[src/rtl/ad9361_pkg.sv]
// Shared state and status encodings for the AD9361 RX burst-capture controller.
package ad9361_pkg;

    localparam int unsigned STATE_W = 3;

    typedef logic [STATE_W-1:0] state_t;

    localparam state_t ST_STARTUP = 3'd0;
    localparam state_t ST_IDLE    = 3'd1;
    localparam state_t ST_EN_ON   = 3'd2;
    localparam state_t ST_SETTLE  = 3'd3;
    localparam state_t ST_CAPTURE = 3'd4;
    localparam state_t ST_EN_OFF  = 3'd5;
    localparam state_t ST_GUARD   = 3'd6;

    localparam logic [1:0] STATUS_OK      = 2'b00;
    localparam logic [1:0] STATUS_ABORT   = 2'b01;
    localparam logic [1:0] STATUS_TIMEOUT = 2'b10;

endpackage

[src/rtl/ad9361_phase_timer.sv]
// Loadable down-counter timing the fixed-length phases; expiry means the current cycle is the last one.
module ad9361_phase_timer #(
    parameter int unsigned WIDTH     = 8,
    parameter int unsigned RESET_VAL = 0
) (
    input  logic             clk,
    input  logic             rst,
    input  logic             load,
    input  logic [WIDTH-1:0] load_val,
    output logic             expired_c
);

    logic [WIDTH-1:0] cnt;

    always_ff @(posedge clk or posedge rst) begin
        if (rst) begin
            cnt <= WIDTH'(RESET_VAL);
        end else if (load) begin
            cnt <= load_val;
        end else if (cnt != '0) begin
            cnt <= cnt - WIDTH'(1);
        end
    end

    assign expired_c = (cnt == '0);

endmodule

[src/rtl/ad9361_rx_burst_ctrl.sv]
// Pulse-mode ENSM burst sequencer: brackets each RX capture with ENABLE pulses and counts port-0 samples.
module ad9361_rx_burst_ctrl
    import ad9361_pkg::*;
#(
    parameter int unsigned STARTUP_DELAY  = 16,
    parameter int unsigned ENABLE_CYCLES  = 4,
    parameter int unsigned SETTLE_CYCLES  = 8,
    parameter int unsigned LEN_WIDTH      = 16,
    parameter int unsigned TIMEOUT_CYCLES = 65535
) (
    input  logic                 clk,
    input  logic                 rst,
    input  logic                 req_valid,
    output logic                 req_ready,
    input  logic [LEN_WIDTH-1:0] req_len,
    input  logic                 abort,
    input  logic                 sample_valid,
    output logic                 enable,
    output logic                 txnrx,
    output logic                 capture_en,
    output logic                 busy,
    output logic                 done,
    output logic [1:0]           status,
    output logic [LEN_WIDTH-1:0] sample_count
);

    localparam int unsigned PH_MAX0 = (STARTUP_DELAY > ENABLE_CYCLES) ? STARTUP_DELAY : ENABLE_CYCLES;
    localparam int unsigned PH_MAX  = (PH_MAX0 > SETTLE_CYCLES) ? PH_MAX0 : SETTLE_CYCLES;
    localparam int unsigned PH_W    = $clog2(PH_MAX + 1);
    localparam int unsigned TO_W    = $clog2(TIMEOUT_CYCLES + 1);

    state_t               state, state_nxt;
    logic                 ph_load_c, ph_expired_c;
    logic [PH_W-1:0]      ph_val_c;
    logic [LEN_WIDTH-1:0] len_q, len_nxt;
    logic [LEN_WIDTH-1:0] count_nxt;
    logic [TO_W-1:0]      tcnt, tcnt_nxt;
    logic                 abort_pend, pend_nxt;
    logic [1:0]           status_nxt;
    logic                 done_nxt;

    ad9361_phase_timer #(
        .WIDTH     (PH_W),
        .RESET_VAL (STARTUP_DELAY - 1)
    ) u_phase_timer (
        .clk       (clk),
        .rst       (rst),
        .load      (ph_load_c),
        .load_val  (ph_val_c),
        .expired_c (ph_expired_c)
    );

    // Next-state, counters and status; completion outranks abort, abort outranks timeout.
    always_comb begin
        state_nxt  = state;
        len_nxt    = len_q;
        count_nxt  = sample_count;
        tcnt_nxt   = tcnt;
        pend_nxt   = abort_pend;
        status_nxt = status;
        done_nxt   = 1'b0;
        case (state)
            ST_STARTUP: begin
                if (ph_expired_c) state_nxt = ST_IDLE;
            end
            ST_IDLE: begin
                if (req_valid) begin
                    len_nxt    = req_len;
                    count_nxt  = '0;
                    pend_nxt   = 1'b0;
                    status_nxt = STATUS_OK;
                    if (req_len == '0) done_nxt = 1'b1;
                    else               state_nxt = ST_EN_ON;
                end
            end
            ST_EN_ON: begin
                if (abort) pend_nxt = 1'b1;
                if (ph_expired_c) state_nxt = ST_SETTLE;
            end
            ST_SETTLE: begin
                if (abort) pend_nxt = 1'b1;
                if (ph_expired_c) begin
                    state_nxt = ST_CAPTURE;
                    tcnt_nxt  = '0;
                end
            end
            ST_CAPTURE: begin
                tcnt_nxt = tcnt + TO_W'(1);
                if (abort_pend) begin
                    state_nxt  = ST_EN_OFF;
                    status_nxt = STATUS_ABORT;
                end else begin
                    if (sample_valid) count_nxt = sample_count + LEN_WIDTH'(1);
                    if (sample_valid && (sample_count + LEN_WIDTH'(1) == len_q)) begin
                        state_nxt  = ST_EN_OFF;
                        status_nxt = STATUS_OK;
                    end else if (abort) begin
                        state_nxt  = ST_EN_OFF;
                        status_nxt = STATUS_ABORT;
                    end else if (tcnt == TO_W'(TIMEOUT_CYCLES - 1)) begin
                        state_nxt  = ST_EN_OFF;
                        status_nxt = STATUS_TIMEOUT;
                    end
                end
            end
            ST_EN_OFF: begin
                if (ph_expired_c) state_nxt = ST_GUARD;
            end
            ST_GUARD: begin
                if (ph_expired_c) begin
                    state_nxt = ST_IDLE;
                    done_nxt  = 1'b1;
                end
            end
            default: state_nxt = ST_STARTUP;
        endcase
    end

    // Phase timer reloads on every state change with the new state's length minus one.
    always_comb begin
        ph_load_c = (state_nxt != state);
        ph_val_c  = '0;
        case (state_nxt)
            ST_STARTUP: ph_val_c = PH_W'(STARTUP_DELAY - 1);
            ST_EN_ON:   ph_val_c = PH_W'(ENABLE_CYCLES - 1);
            ST_SETTLE:  ph_val_c = PH_W'(SETTLE_CYCLES - 1);
            ST_EN_OFF:  ph_val_c = PH_W'(ENABLE_CYCLES - 1);
            ST_GUARD:   ph_val_c = PH_W'(ENABLE_CYCLES - 1);
            default:    ph_val_c = '0;
        endcase
    end

    always_ff @(posedge clk or posedge rst) begin
        if (rst) begin
            state        <= ST_STARTUP;
            len_q        <= '0;
            tcnt         <= '0;
            abort_pend   <= 1'b0;
            sample_count <= '0;
            status       <= STATUS_OK;
            done         <= 1'b0;
            enable       <= 1'b0;
            capture_en   <= 1'b0;
            req_ready    <= 1'b0;
            busy         <= 1'b1;
        end else begin
            state        <= state_nxt;
            len_q        <= len_nxt;
            tcnt         <= tcnt_nxt;
            abort_pend   <= pend_nxt;
            sample_count <= count_nxt;
            status       <= status_nxt;
            done         <= done_nxt;
            enable       <= (state_nxt == ST_EN_ON) || (state_nxt == ST_EN_OFF);
            capture_en   <= (state_nxt == ST_CAPTURE);
            req_ready    <= (state_nxt == ST_IDLE);
            busy         <= (state_nxt != ST_IDLE);
        end
    end

    assign txnrx = 1'b0;

endmodule

[config.mk]
export PLATFORM = sky130hd
export DESIGN_NAME = ad9361_rx_burst_ctrl
export DESIGN_NICKNAME = d
export VERILOG_FILES = /design/src/rtl/ad9361_pkg.sv /design/src/rtl/ad9361_phase_timer.sv /design/src/rtl/ad9361_rx_burst_ctrl.sv
export SDC_FILE = /design/constraint.sdc
export NUM_CORES = 1
export LEC_CHECK = 0
export BUFFER_PORTS_ARGS = -buffer_cell sky130_fd_sc_hd__clkbuf_2
export CORE_UTILIZATION = 30
export CTS_CLUSTER_SIZE = 28
export DETAILED_ROUTE_END_ITERATION = 16
export GPL_TIMING_DRIVEN = 0
export SYNTH_ARGS = -nofsm -noshare
export SYNTH_HDL_FRONTEND = slang
export SYNTH_SLANG_ARGS = --single-unit
[constraint.sdc]
create_clock -name clk -period 6.5 [get_ports clk]
set_input_delay 0 -clock clk [delete_from_list [all_inputs] [get_ports clk]]
set_output_delay 0 -clock clk [all_outputs]
set_load 0.02 [all_outputs]
==> results.md <==
* Run status: complete, no violations
* CP Data Required Time at 6.70 ns
* Ys async rst share at 1.00
* Final worst slack at roughly 3.6 ns
* Grt ovf at 0
* # rows at 40
* Synth Cell Area at 3700 um^2
* Slowest CP cell: nor3b_1
* Period utilisation layout at 0.442
* Initial Util at 0.308
* Sink Count at 64
* CP top delay family: simple AND/OR/NAND/NOR gates
* P_leak at 2.10 nW
* R2r setup slk at 3.63 ns
* Syn avg cell area at about 8.5 um^2
* IO Port Bufs at 43
* Max Cap Viol at 0
* Post-synth EDFFs at 0
* RSZ-0062 raised after global routing: no
* Die Span X at 113 um
* Drt pass-1 iters at 5
* Prevailing post-synth register cell: dfrtp_1
* Worst path arrival time at 3.07 ns
* Commonest non-fill, non-tap cell in the layout: nand2_1
* Initial antenna violation count at 0
* H-tree Lvls at 3
* Core ar. at 12000 um^2
* M1 wire length at 4390 um
* Worst Skew at ~0.0076 ns
* Num CTS Buffers at 9
* Total number of yosys warnings at 0
* Met3 WL at ~320 um
* Tmin final at roughly 2.9 ns
* Die height at about 110 um
* Final HPWL DP at about 7000 um
* Vias in the first global route at 3282
* WL met2 at 4620 um
* Crit-path max cell delay at 0.94 ns
* Top fanout value on the critical path at 10
* Ratio of cells with drive above 1 in the final layout at 0.158
* Commonest non-fill, non-tap cells in the layout: 80 x nand2_1, 59 x dfrtp_1, 50 x o21ai_0
* Clock root buffer: clkbuf_16
* VDD IR max at between 100 and 150 uV
* Dpl ws at 3.70 ns
* Cell Pwr Density at 339 nW/um^2
* IO Pins at 45
* Max_slew headroom at 0.224
* Final core occ at 0.380
* Setup TNS at 0 ns
* Clk Latency, worst-skew pair at 0.33 ns
* Setup bufs post-CTS at 0
* Fraction of the yosys area taken by sequential cells at 0.435
* Final Hold Violating Endpoints at 0
* Layout net count at around 530
* Iteration-0 DRC Markers at 236
* Antenna cells at 0
* Avg WL per Cell at 14.4 um
* Vias/cell at 5.13
* Number of buffers and inverters on the critical path at 1
* Global Route Usage Sum at 0.159
* Actual slew at the worst max-slew pin at between 1 and 1.5 ns
* First-pass GRT wire length at 16100 um
* Final Slew Violations at 0
* CTS tree: built
* Layout area overhead at 23.6%
* Top sig layer: met4
* Vias at 3386
* Drc violations at 0
* Gpl congestion at 0.847
* FMAX at 348 MHz
* Startpoint types: flip-flop
* Worst-path clk slew at 0.05 ns
* Kind of end point of the critical path: flip-flop
* Number of routed nets with antenna violations at 0
* Synth Register Bits at 64
* Syn Inst Count at 435
* Setup-failing EPs final at 0
* Cells along the critical path: nand2b_1 -> or2_2 -> nor3b_1 -> nor2_1 -> clkbuf_1 -> o21ai_0 -> o41ai_1
* Largest net degree at the start of global routing at 34
* Drt total wl at 9530 um
* HP Class: input port to flip-flop
* Yosys cell types at 54
* Total die area at 12800 um^2
* Post-Syn Nets at 460
* Crit path kind: flip-flop to flip-flop
* Clock Tree Buf Depth at 2
[cell usage after synthesis (3+ instances only)]
master	instances	area (um^2)
nor2b_1	5	31.3
and3_1	7	43.8
nor2_1	43	161
nand2b_1	4	25.0
nor3_1	6	30.0
a21oi_1	10	50.1
nand3_1	24	120
buf_2	4	20.0
inv_1	13	48.8
clkbuf_1	14	52.6
nand4_1	8	50.1
ha_1	4	50.1
o31ai_1	7	52.6
o21ai_0	50	250
a21boi_0	3	22.5
xnor2_1	19	166
dfstp_2	5	131
dfrtp_1	59	1480
nor4_1	8	50.1
nand2_1	80	300
xor2_1	10	87.6
a211oi_1	7	52.6
o41ai_1	4	35.0
a31oi_1	4	25.0
[state kept, by name, indices dropped and copies added (netlist names)]
signal,count
len_q,16
tcnt,16
u_phase_timer.cnt,5
done,1
status,2
req_ready,1
capture_en,1
busy,1
state,3
sample_count,16
abort_pend,1
enable,1
[logic make-up (layout without fill, tap and decap cells)]
logic type,after synthesis,in the layout,synth area share
xor gates and xnor gates,29,29,0.0687
DFF,64,64,0.435
buffers and inverters,33,111,0.0362
and+or+nand+nor,203,203,0.273
muxes,3,3,0.00880
other,1,1,0.00101
AOI/OAI and AO/OA,98,98,0.163
adders and majority gates,4,4,0.0135
[worst min-delay path, delay by kind of cell]
kind | cells | cell delay, ns
buffers and inverters | 1 | 0.11
and+or+nand+nor | 2 | 0.20
AOI/OAI and AO/OA | 1 | 0.08
[where the power goes]
group          total, mW  switching, mW  internal (mW)  leakage [nW]
registers          0.594         0.0888          0.505         0.838
logic              0.507          0.296          0.211          1.13
clock network      0.448          0.169          0.279         0.134
[per-layer routing]
layer,up-vias,global-route usage
met2,75,0.268
met5,-,0
met4,0,0.0684
li1,1689,-
met3,18,0.0230
met1,1604,0.203
[through the flow]
stage	hold slack, ns	power [mW]	std cells	area (um^2)
final	0.125	1.55	660	4570
after global routing	0.175	1.66	660	4570
after CTS	0.123	1.56	660	4570
after detailed placement	0.159	1.10	626	4120
after global placement	0.214	1.08	625	4100
after floorplan	0.105	0.963	435	3700
[repair_timing]
| item | 4_1_cts | 5_1_grt |
|---|---|---|
| hold endpoints to repair | 44 | 0 |
| hold buffers | 18 | 0 |
| gates resized for setup | 0 | 0 |
[path summary, 6_finish.rpt]
path	startpoint	endpoint	cells past startpoint
worst max-delay path	state[1]$_DFF_PP0_	sample_count[3]$_DFFE_PP0P_	7
worst min-delay path	req_valid	status[0]$_DFFE_PP0P_	4
worst max register to register	state[1]$_DFF_PP0_	sample_count[3]$_DFFE_PP0P_	7
worst min register to register	len_q[2]$_DFFE_PP0P_	len_q[2]$_DFFE_PP0P_	2
max in group asynchronous	rst	len_q[9]$_DFFE_PP0P_	4
min in group asynchronous	rst	tcnt[5]$_DFFE_PP0P_	3
[area by class of cell]
class / instances / area [um^2]
fillers: 1218 / 7440
multi-input cells: 338 / 1960
flip-flops and latches: 64 / 1610
repair buffers: 62 / 415
clock buffers: 15 / 268
well taps: 147 / 184
plain buffers: 20 / 85.1
inverters: 13 / 48.8
clock inverters: 1 / 5.00
(Power assumes the default switching activity.)
